## src/rtl/jtag_dmi_host.sv

```systemverilog
// JTAG DMI host: drives a RISC-V debug TAP from clk_i, performing one
// DMI access (op scan followed by a result-fetch scan) per request.
// Optional build macro: JTAG_DMI_HOST_RTI_WAIT_EN inserts RtiCycles
// Run-Test/Idle TCKs between the two DR scans of each access.

package jtag_pkg;
    typedef struct packed {
        logic tck;
        logic tms;
        logic trst_n;
        logic tdi;
    } jtag_req_t;

    typedef struct packed {
        logic tdo;
        logic tdo_oe;
    } jtag_rsp_t;
endpackage

module jtag_dmi_host #(
    parameter int                    ClkDiv    = 2,
    parameter int                    IrLength  = 5,
    parameter logic [IrLength-1:0]   DmiIr     = 5'h11,
    parameter int                    RtiCycles = 4
) (
    input  logic                clk_i,
    input  logic                rst_ni,
    input  logic                req_valid_i,
    output logic                req_ready_o,
    input  logic [6:0]          req_addr_i,
    input  logic [1:0]          req_op_i,
    input  logic [31:0]         req_data_i,
    output logic                rsp_valid_o,
    input  logic                rsp_ready_i,
    output logic [31:0]         rsp_data_o,
    output logic [1:0]          rsp_resp_o,
    output jtag_pkg::jtag_req_t jtag_req_o,
    input  jtag_pkg::jtag_rsp_t jtag_rsp_i
);

    // A DR scan is 3 TMS steps to Shift-DR, 41 shift bits, 2 steps back to idle.
    localparam int DrLen     = 46;
    localparam int IrScanLen = IrLength + 6;
    localparam int SeqA      = (IrScanLen > DrLen) ? IrScanLen : DrLen;
    localparam int SeqW      = (RtiCycles > SeqA) ? RtiCycles : SeqA;
    localparam int CntW      = $clog2(SeqW + 1);
    localparam int DivW      = $clog2(2 * ClkDiv);

    localparam logic [DivW-1:0] DivRise = DivW'(ClkDiv - 1);
    localparam logic [DivW-1:0] DivLast = DivW'(2 * ClkDiv - 1);

    localparam logic [2:0] ST_TAP_RESET = 3'd0;
    localparam logic [2:0] ST_IR_SCAN   = 3'd1;
    localparam logic [2:0] ST_IDLE      = 3'd2;
    localparam logic [2:0] ST_DR_OP     = 3'd3;
    localparam logic [2:0] ST_DR_GET    = 3'd4;
    localparam logic [2:0] ST_RSP       = 3'd5;
`ifdef JTAG_DMI_HOST_RTI_WAIT_EN
    localparam logic [2:0] ST_RTI_WAIT  = 3'd6;
`endif

    logic [2:0]      state;
    logic [6:0]      addr_q;
    logic [1:0]      op_q;
    logic [31:0]     data_q;

    logic            active;
    logic [DivW-1:0] div_cnt;
    logic [CntW-1:0] bits_left;
    logic [SeqW-1:0] tms_sr;
    logic [SeqW-1:0] tdi_sr;
    logic [DrLen-1:0] cap;
    logic            tck_q;
    logic            tms_q;
    logic            tdi_q;
    logic            trst_n_q;

    logic [SeqW-1:0] ld_tms;
    logic [SeqW-1:0] ld_tdi;
    logic [CntW-1:0] ld_len;
    logic [40:0]     dr_field;
    logic            scan_state;
    logic            scan_start;
    logic            scan_done;

    logic            unused_bits;
    assign unused_bits = ^{jtag_rsp_i.tdo_oe, cap[45:37], cap[2:0]};

    assign scan_state = (state == ST_TAP_RESET) || (state == ST_IR_SCAN) ||
`ifdef JTAG_DMI_HOST_RTI_WAIT_EN
                        (state == ST_RTI_WAIT) ||
`endif
                        (state == ST_DR_OP) || (state == ST_DR_GET);
    assign scan_start = scan_state && !active;
    assign scan_done  = active && (div_cnt == DivLast) && (bits_left == CntW'(1));

    assign dr_field = (state == ST_DR_OP) ? {addr_q, data_q, op_q}
                                          : {addr_q, 32'h0, 2'b00};

    // Build the TMS/TDI bit sequences for the scan the current state needs.
    always_comb begin
        ld_tms = '0;
        ld_tdi = '0;
        ld_len = '0;
        case (state)
            ST_TAP_RESET: begin
                ld_tms[4:0] = 5'b11111;
                ld_len      = CntW'(6);
            end
            ST_IR_SCAN: begin
                ld_tms[1:0] = 2'b11;
                for (int i = 0; i < IrLength; i++) begin
                    ld_tdi[4+i] = DmiIr[i];
                end
                ld_tms[3+IrLength] = 1'b1;
                ld_tms[4+IrLength] = 1'b1;
                ld_len             = CntW'(IrScanLen);
            end
            ST_DR_OP, ST_DR_GET: begin
                ld_tms[0]     = 1'b1;
                ld_tms[43]    = 1'b1;
                ld_tms[44]    = 1'b1;
                ld_tdi[43:3]  = dr_field;
                ld_len        = CntW'(DrLen);
            end
`ifdef JTAG_DMI_HOST_RTI_WAIT_EN
            ST_RTI_WAIT: begin
                ld_len = CntW'(RtiCycles);
            end
`endif
            default: begin
            end
        endcase
    end

    // Bit engine: generates TCK, shifts TMS/TDI at period start, samples TDO on the rise.
    always_ff @(posedge clk_i or negedge rst_ni) begin
        if (!rst_ni) begin
            active    <= 1'b0;
            div_cnt   <= '0;
            bits_left <= '0;
            tms_sr    <= '0;
            tdi_sr    <= '0;
            cap       <= '0;
            tck_q     <= 1'b0;
            tms_q     <= 1'b1;
            tdi_q     <= 1'b0;
            trst_n_q  <= 1'b0;
        end else begin
            trst_n_q <= 1'b1;
            if (scan_start) begin
                active    <= 1'b1;
                div_cnt   <= '0;
                bits_left <= ld_len;
                tms_q     <= ld_tms[0];
                tdi_q     <= ld_tdi[0];
                tms_sr    <= ld_tms >> 1;
                tdi_sr    <= ld_tdi >> 1;
            end else if (active) begin
                if (div_cnt == DivLast) begin
                    div_cnt <= '0;
                    tck_q   <= 1'b0;
                    if (bits_left == CntW'(1)) begin
                        active    <= 1'b0;
                        bits_left <= '0;
                        tdi_q     <= 1'b0;
                    end else begin
                        bits_left <= bits_left - CntW'(1);
                        tms_q     <= tms_sr[0];
                        tdi_q     <= tdi_sr[0];
                        tms_sr    <= tms_sr >> 1;
                        tdi_sr    <= tdi_sr >> 1;
                    end
                end else begin
                    div_cnt <= div_cnt + DivW'(1);
                    if (div_cnt == DivRise) begin
                        tck_q <= 1'b1;
                        cap   <= {jtag_rsp_i.tdo, cap[DrLen-1:1]};
                    end
                end
            end
        end
    end

    // Sequencer: TAP reset, IR load, then one op/get scan pair per request.
    always_ff @(posedge clk_i or negedge rst_ni) begin
        if (!rst_ni) begin
            state       <= ST_TAP_RESET;
            addr_q      <= '0;
            op_q        <= '0;
            data_q      <= '0;
            rsp_valid_o <= 1'b0;
            rsp_data_o  <= '0;
            rsp_resp_o  <= '0;
        end else begin
            case (state)
                ST_TAP_RESET: if (scan_done) state <= ST_IR_SCAN;
                ST_IR_SCAN:   if (scan_done) state <= ST_IDLE;
                ST_IDLE: begin
                    if (req_valid_i && req_ready_o) begin
                        addr_q <= req_addr_i;
                        op_q   <= req_op_i;
                        data_q <= req_data_i;
                        state  <= ST_DR_OP;
                    end
                end
                ST_DR_OP: begin
                    if (scan_done) begin
`ifdef JTAG_DMI_HOST_RTI_WAIT_EN
                        state <= (RtiCycles > 0) ? ST_RTI_WAIT : ST_DR_GET;
`else
                        state <= ST_DR_GET;
`endif
                    end
                end
`ifdef JTAG_DMI_HOST_RTI_WAIT_EN
                ST_RTI_WAIT:  if (scan_done) state <= ST_DR_GET;
`endif
                ST_DR_GET: begin
                    if (scan_done) begin
                        rsp_valid_o <= 1'b1;
                        rsp_resp_o  <= cap[4:3];
                        rsp_data_o  <= cap[36:5];
                        state       <= ST_RSP;
                    end
                end
                ST_RSP: begin
                    if (rsp_ready_i) begin
                        rsp_valid_o <= 1'b0;
                        state       <= ST_IDLE;
                    end
                end
                default: state <= ST_TAP_RESET;
            endcase
        end
    end

    assign req_ready_o       = (state == ST_IDLE) && !rsp_valid_o;
    assign jtag_req_o.tck    = tck_q;
    assign jtag_req_o.tms    = tms_q;
    assign jtag_req_o.trst_n = trst_n_q;
    assign jtag_req_o.tdi    = tdi_q;

endmodule

```

## config.mk

```make
export PLATFORM = sky130hd
export DESIGN_NAME = jtag_dmi_host
export DESIGN_NICKNAME = d
export VERILOG_FILES = /design/src/rtl/jtag_dmi_host.sv
export SDC_FILE = /design/constraint.sdc
export NUM_CORES = 1
export LEC_CHECK = 0
export BUFFER_PORTS_ARGS = -buffer_cell sky130_fd_sc_hd__buf_2
export CAP_MARGIN = 20
export CORE_MARGIN = 2
export CORE_UTILIZATION = 50
export CTS_BUF_LIST = sky130_fd_sc_hd__clkbuf_8
export DETAILED_ROUTE_END_ITERATION = 10
export HOLD_SLACK_MARGIN = 0.15
export PLACE_DENSITY = 0.69
export SKIP_CTS_REPAIR_TIMING = 1
export SLEW_MARGIN = 25
export SYNTH_ARGS = -nofsm -noshare
export SYNTH_HDL_FRONTEND = slang
export SYNTH_SLANG_ARGS = --single-unit
export TNS_END_PERCENT = 1
```

## constraint.sdc

```tcl
create_clock -name clk_i -period 3.08 [get_ports clk_i]
set_input_delay 0.616 -clock clk_i [delete_from_list [all_inputs] [get_ports clk_i]]
set_output_delay 0.616 -clock clk_i [all_outputs]
set_load 0.02 [all_outputs]
```

==> results of run 1 <==
-- metal layers --
metal | up-vias | share of wire
li1 | 2658 | -
met1 | 2882 | 0.44
met2 | 136 | 0.49
met3 | 22 | 0.055
met4 | 0 | 0.014
met5 | - | 0
-- Yosys cell counts (2+ instances only) --
cell / count
a211oi_1: 2
a21oi_1: 45
a221o_1: 32
a22o_1: 2
a2bb2oi_1: 6
and2_1: 2
and3_1: 33
buf_1: 6
buf_2: 12
buf_4: 10
buf_6: 3
clkbuf_1: 18
dfrtp_1: 221
ha_1: 4
inv_1: 4
mux2_2: 90
mux2_4: 29
mux2i_1: 2
nand2_1: 95
nand2b_1: 5
nand3_1: 6
nand3b_1: 2
nor2_1: 10
nor3_1: 6
o21ai_0: 13
o221a_2: 5
o22ai_1: 2
o41ai_1: 2
xnor2_1: 2
-- how the worst max path moves through the flow --
stage,endpoint,from,cells past startpoint
after global placement,tms_sr[8]$_DFFE_PN0P_,bits_left[2]$_DFFE_PN0P_,5
after global routing,tms_sr[1]$_DFFE_PN0P_,bits_left[2]$_DFFE_PN0P_,5
after detailed placement,tms_sr[1]$_DFFE_PN0P_,bits_left[2]$_DFFE_PN0P_,5
final,tms_sr[1]$_DFFE_PN0P_,bits_left[2]$_DFFE_PN0P_,5
after floorplan,data_q[0]$_DFFE_PN0P_,state[2]$_DFFE_PN0P_,5
after CTS,tms_sr[1]$_DFFE_PN0P_,bits_left[2]$_DFFE_PN0P_,5
-- through the flow --
step           total power, W  hold WS [ps]  cells
4_1_cts              0.005451         68.27   1031
6_report             0.005365         342.0   1033
3_5_place_dp         0.003091         477.8    973
5_1_grt              0.005603         316.5   1032
3_3_place_gp         0.003086         472.9    973
2_1_floorplan        0.002994         320.4    695
-- kinds of logic (layout without fill, tap and decap cells) --
group / count (synthesis) / count (layout)
buf+inv: 54 / 162
xor+xnor: 3 / 3
fa+ha+maj: 4 / 4
simple gates: 170 / 170
compound gates: 120 / 120
mux: 121 / 121
flops: 222 / 222
other cells: 1 / 2
-- sequential cells by signal, indices dropped and copies added, names as in the netlist --
signal,flops
active,1
addr_q,7
bits_left,6
cap,43
data_q,32
div_cnt,2
op_q,2
rsp_data_o,32
rsp_resp_o,2
rsp_valid_o,1
state,3
tck_q,1
tdi_q,1
tdi_sr,43
tms_q,1
tms_sr,44
trst_n_q,1
-- cell type report --
class,count,area share
antenna,1,0.0002411
clock buffer,44,0.05833
clock inverter,14,0.005424
inverter,4,0.001446
multi-input combinational,419,0.3151
sequential,222,0.5353
tap,229,0.02760
timing repair buffer,100,0.05665
-- worst max-delay path, stage by stage (launching register included) --
cell and delay, ps:
dfrtp_1 430, or3_4 460, o21ai_4 480, buf_12 350, nand2_1 300, o221a_2 330
-- power groups by stage --
stage               combinational (W)  clock, W  sequential [W]
detailed placement           0.000107         0         0.00298
CTS                          0.000107   0.00241         0.00293
finish                       0.000103   0.00233         0.00293
global placement             0.000103         0         0.00298
global route                 0.000121   0.00255         0.00293
floorplan                   0.0000109         0         0.00298
==> impl_metrics.py, run 1 <==
metrics = {
    "yosys": {
        "yosys.area_share.xor_xnor": 0.002891,
        "yosysUniqueCellTypes": 55,
        "synthCells": 695,
        "synth_area_leaders": "dfrtp_1 (61%), mux2_2 (11%), mux2_4 (4.8%)",
        "synth_compound_area_frac": 0.09704,
        "synth_top_area_frac": 0.6084,
        "synth_top_area_cell": "dfrtp_1",
        "synthSimpleGateAreaFrac": 0.09057,
        "synth_nets": 746,
        "ys_seq_elements": 222,
        "syn_area_per_cell_um2": 13.08,
        "synth_flop_cell": "dfrtp_1",
        "synth_enable_flop_cells": 0,
        "ys.warnings.count": 0,
        "synth_top_family_by_area": "multiplexers",
        "ys_seq_area_frac": 0.6113,
        "synthArstFlopShare": 1.000,
        "synthAdderAreaFrac": 0.005506,
        "muxShareOfSynthArea": 0.1616,
        "syn-cell-area_mm2": 0.009090,
    },
    "place": {
        "post_dp_cell_area_mm2": 0.009707,
        "place_congestion": 0.7916,
        "io_buffers": 85,
        "place_ws_ps": 615.5,
        "dpl.hpwl_mm": 10.36,
    },
    "clocking": {
        "cts_tree": "yes",
        "cts_sinks": 222,
        "insertion_delay_ps": 500,
        "cts-buffers-inserted": 36,
        "clkTransAtPathRegs_ps": 60,
        "clk_path_buf_depth": 3,
        "cts_root_buf": "clkbuf_8",
        "cts_max_level": 2,
    },
    "timing": {
        "fin_ws_ps": 609.4,
        "fin_skew_ps": 23.81,
        "fin_tns_setup_ps": 0,
        "slew_headroom": 0.5649,
        "grt_setup_unrepaired": "no",
        "worst_pin_slew_ps": 652.7,
        "drv_slew": 0,
        "period_share": 0.8021,
        "fmax_mhz": 404.8,
        "layout_min_cycle_time_ps": 2471,
        "hold_viol_final": 0,
        "final-setup-viol-count": 0,
    },
    "setup_path": {
        "r2r_slack_ps": 610,
        "worst-r2r-cell-count": 5,
        "cp_data_required_time_ps": 3460,
        "setup.worst_path.start_class": "flip-flop",
        "critPathMaxFanout": 71,
        "worstSetupEndpointType": "flip-flop",
        "rr_startpoint": "bits_left[2]$_DFFE_PN0P_",
        "crit_type": "reg2reg",
        "reg2reg_to": "tms_sr[1]$_DFFE_PN0P_",
        "worstPathArrival_ps": 2850,
    },
    "power": {
        "p_leak_nw": 5.436,
        "share_comb_of_total_power": 0.019,
        "p_switching_w": 0.001125,
        "p_sw_frac": 0.2096,
        "power_frac_clock": 0.434,
        "p_int_w": 0.004241,
        "ir_drop_uv": 276.7,
        "power_frac_seq": 0.546,
        "powerDensity_mw_per_mm2": 516.8,
    },
    "finish": {
        "final_cell_mix": "dfrtp_1 (221), nand2_1 (94), mux2_2 (90), buf_2 (84)",
        "areaGrowthSynthToFinish_pct": 14.21,
        "multiInputGateArea_mm2": 0.003271,
        "register_area_mm2": 0.005557,
        "drive_gt1_frac": 0.3537,
        "nets": 834,
        "fillers": 1476,
        "final_cell_area_mm2": 0.01038,
        "mostFrequentLayoutCell": "dfrtp_1",
        "fin_util": 0.5799,
    },
    "drt": {
        "drc": 0,
        "first_pass_iters": 5,
        "drt_iter0_drc": 502,
        "wl_per_cell_um": 16.00,
        "ant_nets": 0,
        "vias_per_cell": 5.516,
        "num_vias": 5698,
        "finalWirelength_mm": 16.53,
    },
    "flow_run": {
        "cap_violations": 0,
    },
    "die": {
        "top_level_ports": 87,
        "die-area_mm2": 0.01927,
        "die_y_um": 138.8,
        "start_util": 0.5078,
        "coreArea_mm2": 0.01790,
        "die_x_um": 138.8,
        "num_rows": 49,
    },
    "min_path": {
        "hp-class": "in2reg",
        "min_from": "req_data_i[21]",
        "hold_depth": 2,
        "holdPathEnd": "data_q[21]$_DFFE_PN0P_",
    },
    "grt": {
        "grt_pass1_wl_mm": 28.68,
        "grt_max_degree": 72,
        "grt_util_all_layers": 0.1766,
        "top_usage_layer": "met2",
        "gr-total-overflow": 0,
        "grtUsageMet1": 0.2393,
        "met2_usage": 0.2875,
        "met3_usage": 0.04247,
        "grt_pass1_vias": 5815,
        "antenna_found_initial": 0,
    },
    "status": {
        "status": "finished, final reports clean",
    },
}
No activity file was read; power rests on OpenSTA's default activity.
==> run 2, diff against run 1 <==
Clock period 3.08 ns to 2.46 ns, I/O delays scaled along.
==> run 2 against run 1 <==
Compared with the run above:
- via count down 0.77%
- combinational power is 28% higher
- clock skew fell by 5.0 ps
- cell count is 0.58% higher
==> impl_metrics.py, run 2 (same netlist as run 1, synthesis figures left out) <==
metrics = {
    "power": {
        "share_comb_of_total_power": 0.019,
        "p_int_w": 0.005352,
        "powerDensity_mw_per_mm2": 650.4,
        "finalPower_w": 0.006806,
        "ir_drop_uv": 372.2,
        "power_frac_clock": 0.441,
        "power_frac_seq": 0.539,
        "p_switching_w": 0.001454,
        "p_sw_frac": 0.2136,
        "p_leak_nw": 5.474,
    },
    "setup_path": {
        "max_stage_delay_ps": 520,
        "cp_data_required_time_ps": 1970,
        "slowest_stage": "dfrtp_1",
        "crit_type": "reg2out",
        "worstPathArrival_ps": 1780,
        "worstSetupEndpointType": "primary output",
        "setup.worst_path.start_class": "flip-flop",
        "path_cells": "nor4b_2, buf_2",
        "critPathMaxFanout": 12,
    },
    "min_path": {
        "hp-class": "in2reg",
    },
    "place": {
        "io_buffers": 85,
        "place_congestion": 0.8275,
        "dpl.hpwl_mm": 10.30,
    },
    "drt": {
        "drt_iter0_drc": 371,
        "num_vias": 5654,
        "first_pass_iters": 5,
        "finalWirelength_mm": 16.45,
        "drc": 0,
        "wl_per_cell_um": 15.83,
        "ant_nets": 0,
        "vias_per_cell": 5.442,
    },
    "finish": {
        "n_antenna_cell": 0,
        "areaGrowthSynthToFinish_pct": 15.11,
        "fin_util": 0.5845,
        "reg_top3": "tms_sr x44, cap x43, tdi_sr x43",
        "fillers": 1449,
        "nets": 840,
        "largest_register_ffs": 44,
        "largest_register": "tms_sr",
        "drive_gt1_frac": 0.3605,
        "mostFrequentLayoutCell": "dfrtp_1",
        "final_cell_mix": "dfrtp_1 (221), nand2_1 (94), mux2_2 (90), buf_2 (84), clkbuf_8 (45)",
    },
    "timing": {
        "fmax_mhz": 440.5,
        "period_share": 0.9228,
        "worst_pin_slew_ps": 613.0,
        "slew_headroom": 0.5882,
        "fin_skew_ps": 18.85,
        "hold_viol_final": 0,
        "layout_min_cycle_time_ps": 2270,
        "final-setup-viol-count": 0,
        "drv_slew": 0,
        "fin_tns_setup_ps": 0,
        "grt_setup_unrepaired": "no",
    },
    "flow_run": {
        "cap_violations": 0,
    },
    "clocking": {
        "clkTransAtPathRegs_ps": 60,
        "cts-buffers-inserted": 37,
        "clk_path_buf_depth": 3,
        "cts_sinks": 222,
        "cts_tree": "yes",
        "cts_root_buf": "clkbuf_8",
        "insertion_delay_ps": 510,
        "cts_max_level": 2,
    },
    "grt": {
        "grt_pass1_vias": 5947,
        "gr-total-overflow": 0,
        "grt_pass1_wl_mm": 29.02,
        "antenna_found_initial": 0,
        "grt_max_degree": 65,
        "grt_util_all_layers": 0.1783,
    },
    "die": {
        "top_level_ports": 87,
        "die-area_mm2": 0.01927,
        "start_util": 0.5078,
        "coreArea_mm2": 0.01790,
        "num_rows": 49,
        "die_y_um": 138.8,
        "die_x_um": 138.8,
    },
    "status": {
        "status": "finished, final reports clean",
    },
}
## run 2: worst paths after layout
kind	slack [ps]	cells past startpoint	startpoint	to
max	190	2	state[0]$_DFFE_PN0P_	req_ready_o
min reg2reg	490	1	tdi_sr[10]$_DFFE_PN0P_	tdi_sr[9]$_DFFE_PN0P_
max in group asynchronous	1230	3	rst_ni	tms_q$_DFFE_PN1P_
max reg2reg	360	5	state[0]$_DFFE_PN0P_	tms_sr[1]$_DFFE_PN0P_
min in group asynchronous	530	2	rst_ni	tms_sr[27]$_DFFE_PN0P_
min	210	2	jtag_rsp_i[1]	cap[45]$_DFFE_PN0P_
## run 2: layout make-up
class	count	area (um^2)	area share
clock buffer	45	619.3	0.05919
clock inverter	15	65.06	0.006218
inverter	4	15.01	0.001435
tap	229	286.5	0.02738
sequential	222	5557	0.5310
multi-input combinational	419	3271	0.3126
timing repair buffer	105	650.6	0.06218
## run 2: metal layers
metal	part of all wire	vias to the layer above	global-route usage
li1	-	2677	-
met1	0.47	2841	0.2529
met2	0.47	116	0.2785
met3	0.046	20	0.03660
met4	0.015	0	0.05901
met5	0	-	0
## run 2: critical path, delay by kind of cell (launching register included)
family,cells,cell delay [ps]
and+or+nand+nor,1,500
buffers and inverters,1,250
DFF,1,520
## run 2: power by group through the flow
stage / combinational, W / sequential [W] / clock, W
2_1_floorplan: 0.0000136 / 0.00374 / 0
3_5_place_dp: 0.000138 / 0.00374 / 0
3_3_place_gp: 0.000131 / 0.00374 / 0
6_report: 0.000132 / 0.00367 / 0.00300
4_1_cts: 0.000137 / 0.00367 / 0.00310
5_1_grt: 0.000155 / 0.00367 / 0.00327
## run 2: through the flow
step	hold slack (ps)	cells	setup slack, ps	cell area, um^2
global placement	468.9	978	431.0	9769
global route	197.1	1039	105.0	10460
CTS	-76.88	1038	143.7	10450
detailed placement	469.3	978	389.7	9769
floorplan	196.4	695	538.5	9090
finish	209.4	1039	190.0	10460
